[config.mk]
export PLATFORM = sky130hd
export DESIGN_NAME = vu_onedet_seq
export DESIGN_NICKNAME = d
export VERILOG_FILES = /design/src/rtl/vu_onedet_seq.sv
export SDC_FILE = /design/constraint.sdc
export NUM_CORES = 1
export LEC_CHECK = 0
export BUFFER_PORTS_ARGS = -buffer_cell sky130_fd_sc_hd__buf_2
export CORE_MARGIN = 10
export CORE_UTILIZATION = 45
export CTS_CLUSTER_DIAMETER = 60
export DETAILED_ROUTE_END_ITERATION = 10
export GPL_ROUTABILITY_DRIVEN = 0
export PLACE_DENSITY = 0.69
export SLEW_MARGIN = 25
export SYNTH_ARGS = -nofsm -noshare
export SYNTH_HDL_FRONTEND = slang
export SYNTH_SLANG_ARGS = --single-unit
[constraint.sdc]
create_clock -name clk -period 3.2 [get_ports clk]
set_input_delay 0 -clock clk [delete_from_list [all_inputs] [get_ports clk]]
set_output_delay 0 -clock clk [all_outputs]
set_load 0.01 [all_outputs]
[src/rtl/vu_onedet_seq.sv]
// rtl/vu_onedet_seq.sv - time-shares one external 16-bit all-ones detector across vector lanes
// Optional macro VU_ONEDET_EARLY_EXIT_EN: stop the scan at the first lane that is not all ones.
module vu_onedet_seq #(
    parameter int LANES = 8
) (
    input  logic                  clk,
    input  logic                  reset_l,
    input  logic                  start,
    input  logic [16*LANES-1:0]   vec_data,
    output logic [15:0]           det_data,
    input  logic                  det_out,
    output logic                  busy,
    output logic                  done,
    output logic [LANES-1:0]      lane_flags,
    output logic                  all_ones
);

    localparam int CW = $clog2(LANES);
    localparam logic [CW-1:0] LAST = CW'(LANES - 1);

    typedef enum logic [1:0] {
        ST_IDLE,
        ST_SCAN,
        ST_DONE
    } state_t;

    state_t            state_q;
    logic [CW-1:0]     cnt_q;
    logic [15:0]       op_q [LANES];
    logic [LANES-1:0]  lane_flags_q;
    logic [LANES-1:0]  lane_flags_d;
    logic              all_ones_q;
    logic              busy_q;
    logic              done_q;
    logic              finish_scan;

    // Flag word as it will look after this cycle's write, so the final AND sees the last lane.
    always_comb begin
        lane_flags_d        = lane_flags_q;
        lane_flags_d[cnt_q] = det_out;
    end

`ifdef VU_ONEDET_EARLY_EXIT_EN
    assign finish_scan = (cnt_q == LAST) || !det_out;
`else
    assign finish_scan = (cnt_q == LAST);
`endif

    always_ff @(posedge clk or negedge reset_l) begin
        if (!reset_l) begin
            state_q      <= ST_IDLE;
            cnt_q        <= '0;
            for (int k = 0; k < LANES; k++) op_q[k] <= '0;
            lane_flags_q <= '0;
            all_ones_q   <= 1'b0;
            busy_q       <= 1'b0;
            done_q       <= 1'b0;
        end else begin
            case (state_q)
                ST_IDLE, ST_DONE: begin
                    done_q <= 1'b0;
                    if (start) begin
                        for (int k = 0; k < LANES; k++) op_q[k] <= vec_data[16*k +: 16];
                        lane_flags_q <= '0;
                        all_ones_q   <= 1'b0;
                        cnt_q        <= '0;
                        busy_q       <= 1'b1;
                        state_q      <= ST_SCAN;
                    end else begin
                        state_q <= ST_IDLE;
                    end
                end
                ST_SCAN: begin
                    lane_flags_q <= lane_flags_d;
                    if (finish_scan) begin
                        all_ones_q <= &lane_flags_d;
                        busy_q     <= 1'b0;
                        done_q     <= 1'b1;
                        state_q    <= ST_DONE;
                    end else begin
                        cnt_q <= cnt_q + CW'(1);
                    end
                end
                default: begin
                    busy_q  <= 1'b0;
                    done_q  <= 1'b0;
                    state_q <= ST_IDLE;
                end
            endcase
        end
    end

    assign det_data   = busy_q ? op_q[cnt_q] : 16'h0000;
    assign busy       = busy_q;
    assign done       = done_q;
    assign lane_flags = lane_flags_q;
    assign all_ones   = all_ones_q;

endmodule

Yosys cells after proc, flatten, opt, wreduce, memory -nomap -nowiden
Cells that the tools add are included.
- shift-type cells: 0
- $add $sub $neg: 1
- eq/ne operators: 6
- bitwise logic cells: 1
- divide/modulo/power cells: 0
- mux-type cells: 23
- multiply operators: 0
- $lt $le $gt $ge: 3
- reductions and logical operators: 10
- operators with widths (operator ; count):
    binary-select mux 16 bit (select 3 bit) ; 1
    two-way mux 16 bit ; 3
    one-hot mux 8 bit (2 select lines) ; 1
    bitwise mux 8 bit ; 1
    two-way mux 1 bit ; 8
    two-way mux 8 bit ; 1
    AND reduction 8 bit ; 1
    two-way mux 3 bit ; 2
    inequality test 2 bit (second input constant) ; 3
    one-hot mux 3 bit (2 select lines) ; 1
    AND reduction 2 bit ; 3
    AND reduction 3 bit ; 2
    >= comparator 4 bit (second input constant) ; 1
    < comparator 3 x 4 -> 1 bit (second input constant) ; 1
    inverter 3 -> 4 bit ; 1
    one-hot mux 1 bit (2 select lines) ; 2
    one-hot mux 2 bit (2 select lines) ; 1
    adder 3 x 1 -> 3 bit (second input constant) ; 1
    demux 1 bit (select 3 bit) ; 1
    equality test 3 bit (second input constant) ; 1
    >= comparator 3 x 1 -> 1 bit (second input constant) ; 1
    equality test 2 x 1 -> 1 bit (second input constant) ; 1
    equality test 2 bit (second input constant) ; 1
    logical NOT 2 bit ; 1
    4 further kinds ; 4
- ROM bits: 0
- bits in writable memories: 0
- input port bits: 132
- bits in latches: 0
- register bits after elaboration: 144
- memories kept: 0
- output and inout bits: 27
- logic and storage cells: 58

Depth between registers and ports, before layout
Gate-level depths: netlist of the first run.
- depth after elaboration: 8
- gate-level depth with buffers: 7

Worst setup path before layout of the first run
OpenSTA, ideal clock, no wires.
- path kind: register to register
- start: register cnt_q[1]
- end: register all_ones_q (netlist: all_ones)
- arrival time: 1303 ps
- setup time: 78 ps
- slack: 1819 ps
- cell stages (with the launch flop): 7
- path buffers: 2
- cell sequence: dfrtp_1 -> buf_6 -> buf_12 -> nor3b_4 -> o21ai_2 -> a221oi_2 -> o2bb2ai_1
- word-level cells in the longest chain between the ends: 8
- ends and longest elaborated chain (what ; line ; source):
    from (decl) ; 28 ; logic [CW-1:0] cnt_q;
    from (signal assigned) ; 81 ; cnt_q <= cnt_q + CW'(1);
    < comparator 3 x 4 -> 1 bit (implied by the code) / >= comparator 3 x 1 -> 1 bit (equally long branches) ; 40 ; lane_flags_d[cnt_q] = det_out;
    logical AND 1 bit (implied by the code) ; 40 ;
    two-way mux 1 bit (implied by the code) ; 40 ;
    demux 1 bit (select 3 bit) ; 40 ;
    bitwise mux 8 bit ; 40 ;
    AND reduction 8 bit ; 76 ; all_ones_q <= &lane_flags_d;
    two-way mux 1 bit ; 75 ; if (finish_scan) begin
    one-hot mux 1 bit (2 select lines) ; 59 ; case (state_q)
    to (signal assigned) ; 76 ;
    to (decl) ; 32 ; logic all_ones_q;
Parallel ways exist; a longest one is shown, timed or not. The select of a mux whose other input is x is not followed.
A chain may end at the register's enable or synchronous reset.

Worst setup path after layout of the first run
- start: register cnt_q[1]
- end: output port det_data[14]
- word-level cells in the longest chain between the ends: 5
- ends and longest elaborated chain (what ; line ; source):
    inverter 3 -> 4 bit (implied by the code) ; 93 ; assign det_data = busy_q ? op_q[cnt_q] : 16'h0000;
    binary-select mux 16 bit (select 3 bit) ; 93 ;
    two-way mux 16 bit (implied by the code) (2 in a row) ; 93 ;
    two-way mux 16 bit ; 93 ;
    to (decl) ; 10 ; output logic [15:0] det_data,
No other way between the ends. The select of a mux whose other input is x is not followed.

==> results of run 1 <==
==> area by class of cell <==
cell class                 instances  area, um2
clock buffer                      22        474
inverter                           5       18.8
timing repair buffer             300       2220
multi-input combinational        565       2880
clock inverter                     9        134
tap                              184        230
fill                            1179       5090
antenna                            3       7.51
sequential                       143       3580
==> per-layer routing <==
layer  global-route usage (%)  vias to the layer above  wire (um)
li1                         -                     3027          -
met1                     28.5                     2990       9280
met2                     34.8                      242      10500
met3                     6.28                       33       1640
met4                     6.68                        2        359
met5                        0                        -         11
==> kinds of logic (layout without fill, tap and decap cells) <==
logic type,after synthesis,in the layout,synth area share [%]
AO/OA/AOI/OAI,86,86,8.70
flip-flops,143,143,53.0
buffers and inverters,55,336,4.57
AND/OR/NAND/NOR,442,442,26.2
multiplexers,35,35,7.20
other,0,3,0
adder cells (fa/ha/maj),2,2,0.370
==> power groups by stage <==
stage	Combinational (W)	Clock, W	Sequential (W)
after floorplan	0.00259	0	0.00302
after global placement	0.00325	0	0.00342
after detailed placement	0.00331	0	0.00343
after CTS	0.00346	0.00205	0.00341
after global routing	0.00388	0.00214	0.00354
final	0.00347	0.00203	0.00344
==> how the worst max path moves through the flow <==
stage	end	slack [ns]	depth (start not counted)
floorplan	all_ones	1.82	6
global placement	det_data[7]	1.08	6
detailed placement	det_data[14]	1.03	6
CTS	det_data[14]	0.57	6
global route	det_data[6]	0.42	6
finish	det_data[14]	0.57	6
==> synthesized netlist by cell type, types with 2 or more instances <==
master,n
and3b_1,2
a21oi_1,19
nor2_1,14
nor2b_4,2
mux2_1,8
inv_1,5
dfrtp_1,143
buf_1,3
buf_4,3
buf_6,7
clkbuf_1,18
nor2b_1,5
buf_2,18
a221oi_1,11
a22oi_1,10
and2_1,4
nand3_1,8
mux2i_1,16
o21ai_1,17
o211ai_1,2
nand2b_1,6
o22ai_1,2
nand2_1,397
mux4_2,10
ha_1,2
o21a_1,6
a31oi_1,2
a22o_1,6
o2bb2ai_1,3
==> state kept, by name, indices dropped and copies added (netlist names) <==
| name | count |
|---|---|
| all_ones | 1 |
| op_q | 128 |
| state_q | 1 |
| busy | 1 |
| cnt_q | 3 |
| done | 1 |
| lane_flags | 8 |
==> stage by stage <==
| step | hold slack, ns | power, W | instances | instance area (um2) | util (%) |
|---|---|---|---|---|---|
| floorplan | -0.296 | 0.00561 | 763 | 6760 | - |
| global placement | 0.0473 | 0.00668 | 1066 | 7610 | 51.9 |
| detailed placement | 0.0445 | 0.00674 | 1066 | 7610 | 51.9 |
| CTS | 0.102 | 0.00892 | 1227 | 9520 | 65.0 |
| global route | 0.148 | 0.00955 | 1228 | 9540 | 65.2 |
| finish | 0.115 | 0.00893 | 1231 | 9550 | 65.2 |
==> worst max-delay path, cell delays in order, from the launching register on <==
cell     delay [ns]
dfrtp_2        0.84
buf_4          0.34
mux2_1         0.36
a221o_1        0.31
o21ai_1        0.08
a21oi_1        0.10
buf_2          0.18
==> impl_metrics.env, run 1 <==
export IMPL_status="complete, no violations"
export IMPL_skew_ns=0.00644
export IMPL_wl_per_cell_um=17.7
export IMPL_fin_crit_ns=2.63
export IMPL_fin_ws_ns=0.571
export IMPL_io_pins=159
export IMPL_synth_area_mm2=0.00676
export IMPL_avgViaCountPerCell=5.11
export IMPL_holdBufCountCts=130
export IMPL_critPathArrivalTime_ns=2.63
export IMPL_die_area_mm2=0.0203
export IMPL_ys_seq_area_share_pct=53.0
export IMPL_setup_viol=0
export IMPL_cts_sinks=143
export IMPL_syn_avg_cell_area_um2=8.86
export IMPL_grt_max_degree=99
export IMPL_finalSetupTns_ns=0
export IMPL_start_util_pct=46.1
export IMPL_min_delay_path_depth=4
export IMPL_grtUsageTotal_pct=21.9
export IMPL_r2r_end="lane_flags[7]"
export IMPL_antenna_found_initial=1
export IMPL_dieWidth_um=143
export IMPL_peakVddDrop_v=0.000533
export IMPL_port_buffer_count=158
export IMPL_ys_types=43
export IMPL_synthTopCellsByArea="dfrtp_1 (53%), nand2_1 (22%), mux4_2 (3.3%)"
export IMPL_ys_seq_elements=143
export IMPL_p_per_area_mw_per_mm2=935
export IMPL_grt_pass1_wl_mm=34.7
export IMPL_die_h_um=143
export IMPL_num_rows=44
export IMPL_cp_startpoint="cnt_q[1]"
export IMPL_syn_nets=897
export IMPL_cp_start_kind="register"
export IMPL_post_cts_buffers=0
export IMPL_holdPathEnd="lane_flags[3]"
export IMPL_drc_errors=0
export IMPL_ctsLongestPathBuffers=2
export IMPL_worst_pin_slew_ns=0.803
export IMPL_syn_to_final_growth_pct=41.4
export IMPL_r2r_cells=5
export IMPL_power_switching_w=0.00346
export IMPL_slew_headroom_pct=46.4
export IMPL_p_clk_share_pct=22.7
export IMPL_layout_common_cells="nand2_1 (397), buf_2 (157), dfrtp_1 (140)"
export IMPL_grt_pass1_vias=6460
export IMPL_final_max_slew_viol_count=0
export IMPL_p_int_w=0.00547
export IMPL_max_freq_mhz=380
export IMPL_ant_nets=0
export IMPL_synth_enable_flop_cells=0
export IMPL_path_class="reg2out"
export IMPL_netlist_instances=763
export IMPL_preCtsSetupSlack_ns=1.03
export IMPL_first_pass_iters=5
export IMPL_swShare_pct=38.8
export IMPL_cts_resized_gates=0
export IMPL_cts_tree="done"
export IMPL_dp_hpwl_mm=14.3
export IMPL_finalHoldViolCount=0
export IMPL_htree_levels=4
export IMPL_clock_latency_ns=0.42
export IMPL_hp_class="in2reg"
export IMPL_r2r_slack_ns=1.15
export IMPL_cts_root_buffer_cell="clkbuf_16"
export IMPL_synth_top_area_share_pct=53.0
export IMPL_worstPathMaxFanout=30
export IMPL_seq_power_share_pct=38.5
export IMPL_drive_gt1_share_pct=21.3
export IMPL_p_leak_nw=4.92
export IMPL_worstHoldStart="det_out"
export IMPL_p_comb_share_pct=38.8
export IMPL_worstSetupEndpointType="primary output"
export IMPL_r2r_start="cnt_q[1]"
export IMPL_wl_mm=21.8
export IMPL_clk_pin_slew_ns=0.06
export IMPL_rsz0062_at_grt="no"
export IMPL_core_area_mm2=0.0146
export IMPL_fin_crit_sh_pct=82.2
export IMPL_ys_async_sr_fraction_pct=100
export IMPL_synth_main_ff_cell="dfrtp_1"
export IMPL_cp_data_required_time_ns=3.20
export IMPL_final_common_cell="nand2_1"
export IMPL_cts_buffers=17
export IMPL_yosysTopAreaCell="dfrtp_1"
export IMPL_globalRouteOverflowTotal=0
export IMPL_vias=6294
export IMPL_cap_violations=0
export IMPL_layout_nets=1166
export IMPL_drtIter0Drc=536
export IMPL_ys_warn_count=0
(Power assumes the default switching activity.)
==> run 2: changes to the inputs <==
--- a/config.mk
+++ b/config.mk
@@ -11,7 +11,7 @@
 export CTS_CLUSTER_DIAMETER = 60
 export DETAILED_ROUTE_END_ITERATION = 10
 export GPL_ROUTABILITY_DRIVEN = 0
-export PLACE_DENSITY = 0.69
+export PLACE_DENSITY = 0.71
 export SLEW_MARGIN = 25
 export SYNTH_ARGS = -nofsm -noshare
 export SYNTH_HDL_FRONTEND = slang
==> constraint.sdc (replaced) <==
create_clock -name clk -period 2.3 [get_ports clk]
set_input_delay 0 -clock clk [delete_from_list [all_inputs] [get_ports clk]]
set_output_delay 0 -clock clk [all_outputs]
set_load 0.01 [all_outputs]
==> impl_metrics.env, run 2 (same netlist as run 1, synthesis figures left out) <==
export IMPL_ant_nets=0
export IMPL_worstSetupEndpointType="primary output"
export IMPL_avgViaCountPerCell=5.14
export IMPL_start_util_pct=46.1
export IMPL_worstPathMaxFanout=11
export IMPL_path_class="reg2out"
export IMPL_io_pins=159
export IMPL_cap_violations=0
export IMPL_skew_ns=0.00565
export IMPL_stdcell_count=1239
export IMPL_syn_to_final_growth_pct=42.5
export IMPL_p_per_area_mw_per_mm2=1310
export IMPL_finalSetupTns_ns=0
export IMPL_p_leak_nw=4.96
export IMPL_cts_tree="done"
export IMPL_die_area_mm2=0.0203
export IMPL_globalRouteOverflowTotal=0
export IMPL_first_pass_iters=5
export IMPL_peakVddDrop_v=0.000847
export IMPL_wl_mm=22.2
export IMPL_fin_crit_sh_pct=96.9
export IMPL_final_common_cell="nand2_1"
export IMPL_max_freq_mhz=449
export IMPL_multi_input_area_mm2=0.00288
export IMPL_hp_class="in2reg"
export IMPL_clk_pin_slew_ns=0.06
export IMPL_critical_path_depth=6
export IMPL_cp_data_required_time_ns=2.30
export IMPL_status="complete, no violations"
export IMPL_cp_slowest_cell="dfrtp_2"
export IMPL_htree_levels=4
export IMPL_layout_common_cells="nand2_1 (397), buf_2 (157), dfrtp_1 (140)"
export IMPL_ctsLongestPathBuffers=2
export IMPL_drc_errors=0
export IMPL_seq_area_mm2=0.00359
export IMPL_path_cells="buf_4 > and2_1 > a221oi_1 > nor2_1 > o21a_1 > buf_2"
export IMPL_num_rows=44
export IMPL_min_delay_path_depth=4
export IMPL_cts_buffers=17
export IMPL_dieWidth_um=143
export IMPL_dpl_cell_area_mm2=0.00769
export IMPL_post_cts_buffers=0
export IMPL_drtIter0Drc=550
export IMPL_largest_register_ffs=128
export IMPL_core_area_mm2=0.0146
export IMPL_slew_headroom_pct=52.9
export IMPL_cp_slowest_stage_delay_ns=0.49
export IMPL_setup_viol=0
export IMPL_clock_latency_ns=0.43
export IMPL_grt_max_degree=72
export IMPL_drive_gt1_share_pct=22.1
export IMPL_r2r_cells=6
export IMPL_final_fill_count=1135
export IMPL_cp_num_buf_inv=2
export IMPL_layout_nets=1173
export IMPL_cts_root_buffer_cell="clkbuf_16"
export IMPL_cp_start_kind="register"
export IMPL_vias=6373
export IMPL_dp_hpwl_mm=14.7
export IMPL_final_max_slew_viol_count=0
export IMPL_antenna_found_initial=0
export IMPL_rsz0062_at_grt="no"
export IMPL_worst_pin_slew_ns=0.706
export IMPL_crit_family="compound AO/OA/AOI/OAI gates"
export IMPL_port_buffer_count=158
export IMPL_grtUsageTotal_pct=22.3
export IMPL_cts_sinks=143
export IMPL_fin_crit_ns=2.23
export IMPL_finalHoldViolCount=0
export IMPL_critPathArrivalTime_ns=2.23
export IMPL_largest_register="op_q"
export IMPL_grt_pass1_vias=6671
export IMPL_grt_pass1_wl_mm=35.2
export IMPL_stdcell_area_mm2=0.00963
export IMPL_wl_per_cell_um=17.9
export IMPL_placedCellCount=1074
export IMPL_die_h_um=143
-- run 2: routing by layer --
| metal | track usage, % | up-vias | wire (um) |
|---|---|---|---|
| met5 | 0 | - | 0 |
| met4 | 9.01 | 0 | 619 |
| met3 | 6.34 | 43 | 1610 |
| met2 | 35.9 | 265 | 10700 |
| met1 | 27.6 | 3022 | 9230 |
| li1 | - | 3043 | - |
-- run 2: cell type report --
cell class | count | share of cell area [%]
Tap cell | 184 | 2.39
Clock inverter | 14 | 1.88
Sequential cell | 143 | 37.2
Multi-Input combinational cell | 565 | 29.9
Clock buffer | 18 | 4.56
Antenna cell | 3 | 0.0780
Timing Repair Buffer | 307 | 23.7
Inverter | 5 | 0.195
-- run 2: report_power, final --
| group | total [W] | switching [W] | internal [W] |
|---|---|---|---|
| registers | 0.00465 | 0.000947 | 0.00370 |
| clock network | 0.00290 | 0.00115 | 0.00176 |
| logic | 0.00506 | 0.00286 | 0.00220 |
-- run 2: final timing paths --
path                            startpoint       endpoint  slack (ns)
worst min-delay path               det_out  lane_flags[3]        0.10
min in group asynchronous          reset_l       op_q[82]        0.17
max in group asynchronous          reset_l       op_q[89]        1.39
worst max-delay path              cnt_q[1]    det_data[9]        0.07
worst max register to register    cnt_q[2]       all_ones        0.53
worst min register to register    op_q[96]       op_q[96]        0.48
-- run 2: worst min-delay path, delay by kind of cell --
kind / cells / cell delay, ns
buf+inv: 1 / 0.10
simple gates: 3 / 0.38
-- run 2: repair_timing --
| item | in CTS | in global routing |
|---|---|---|
| hold buffers | 130 | 0 |
| endpoints found under the hold margin | 197 | 0 |
| gates resized for setup | 0 | 3 |
| endpoints found under the setup margin | 0 | 7 |
-- run 2: per-stage QoR --
stage	total power [W]	hold WS, ns	setup slack, ns	utilization (%)
final	0.0126	0.101	0.0707	65.8
after detailed placement	0.00949	0.0601	0.503	52.5
after floorplan	0.00780	-0.296	0.919	-
after CTS	0.0126	0.0910	0.0510	65.7
after global routing	0.0134	0.124	0.00503	65.7
after global placement	0.00938	0.0610	0.518	52.5
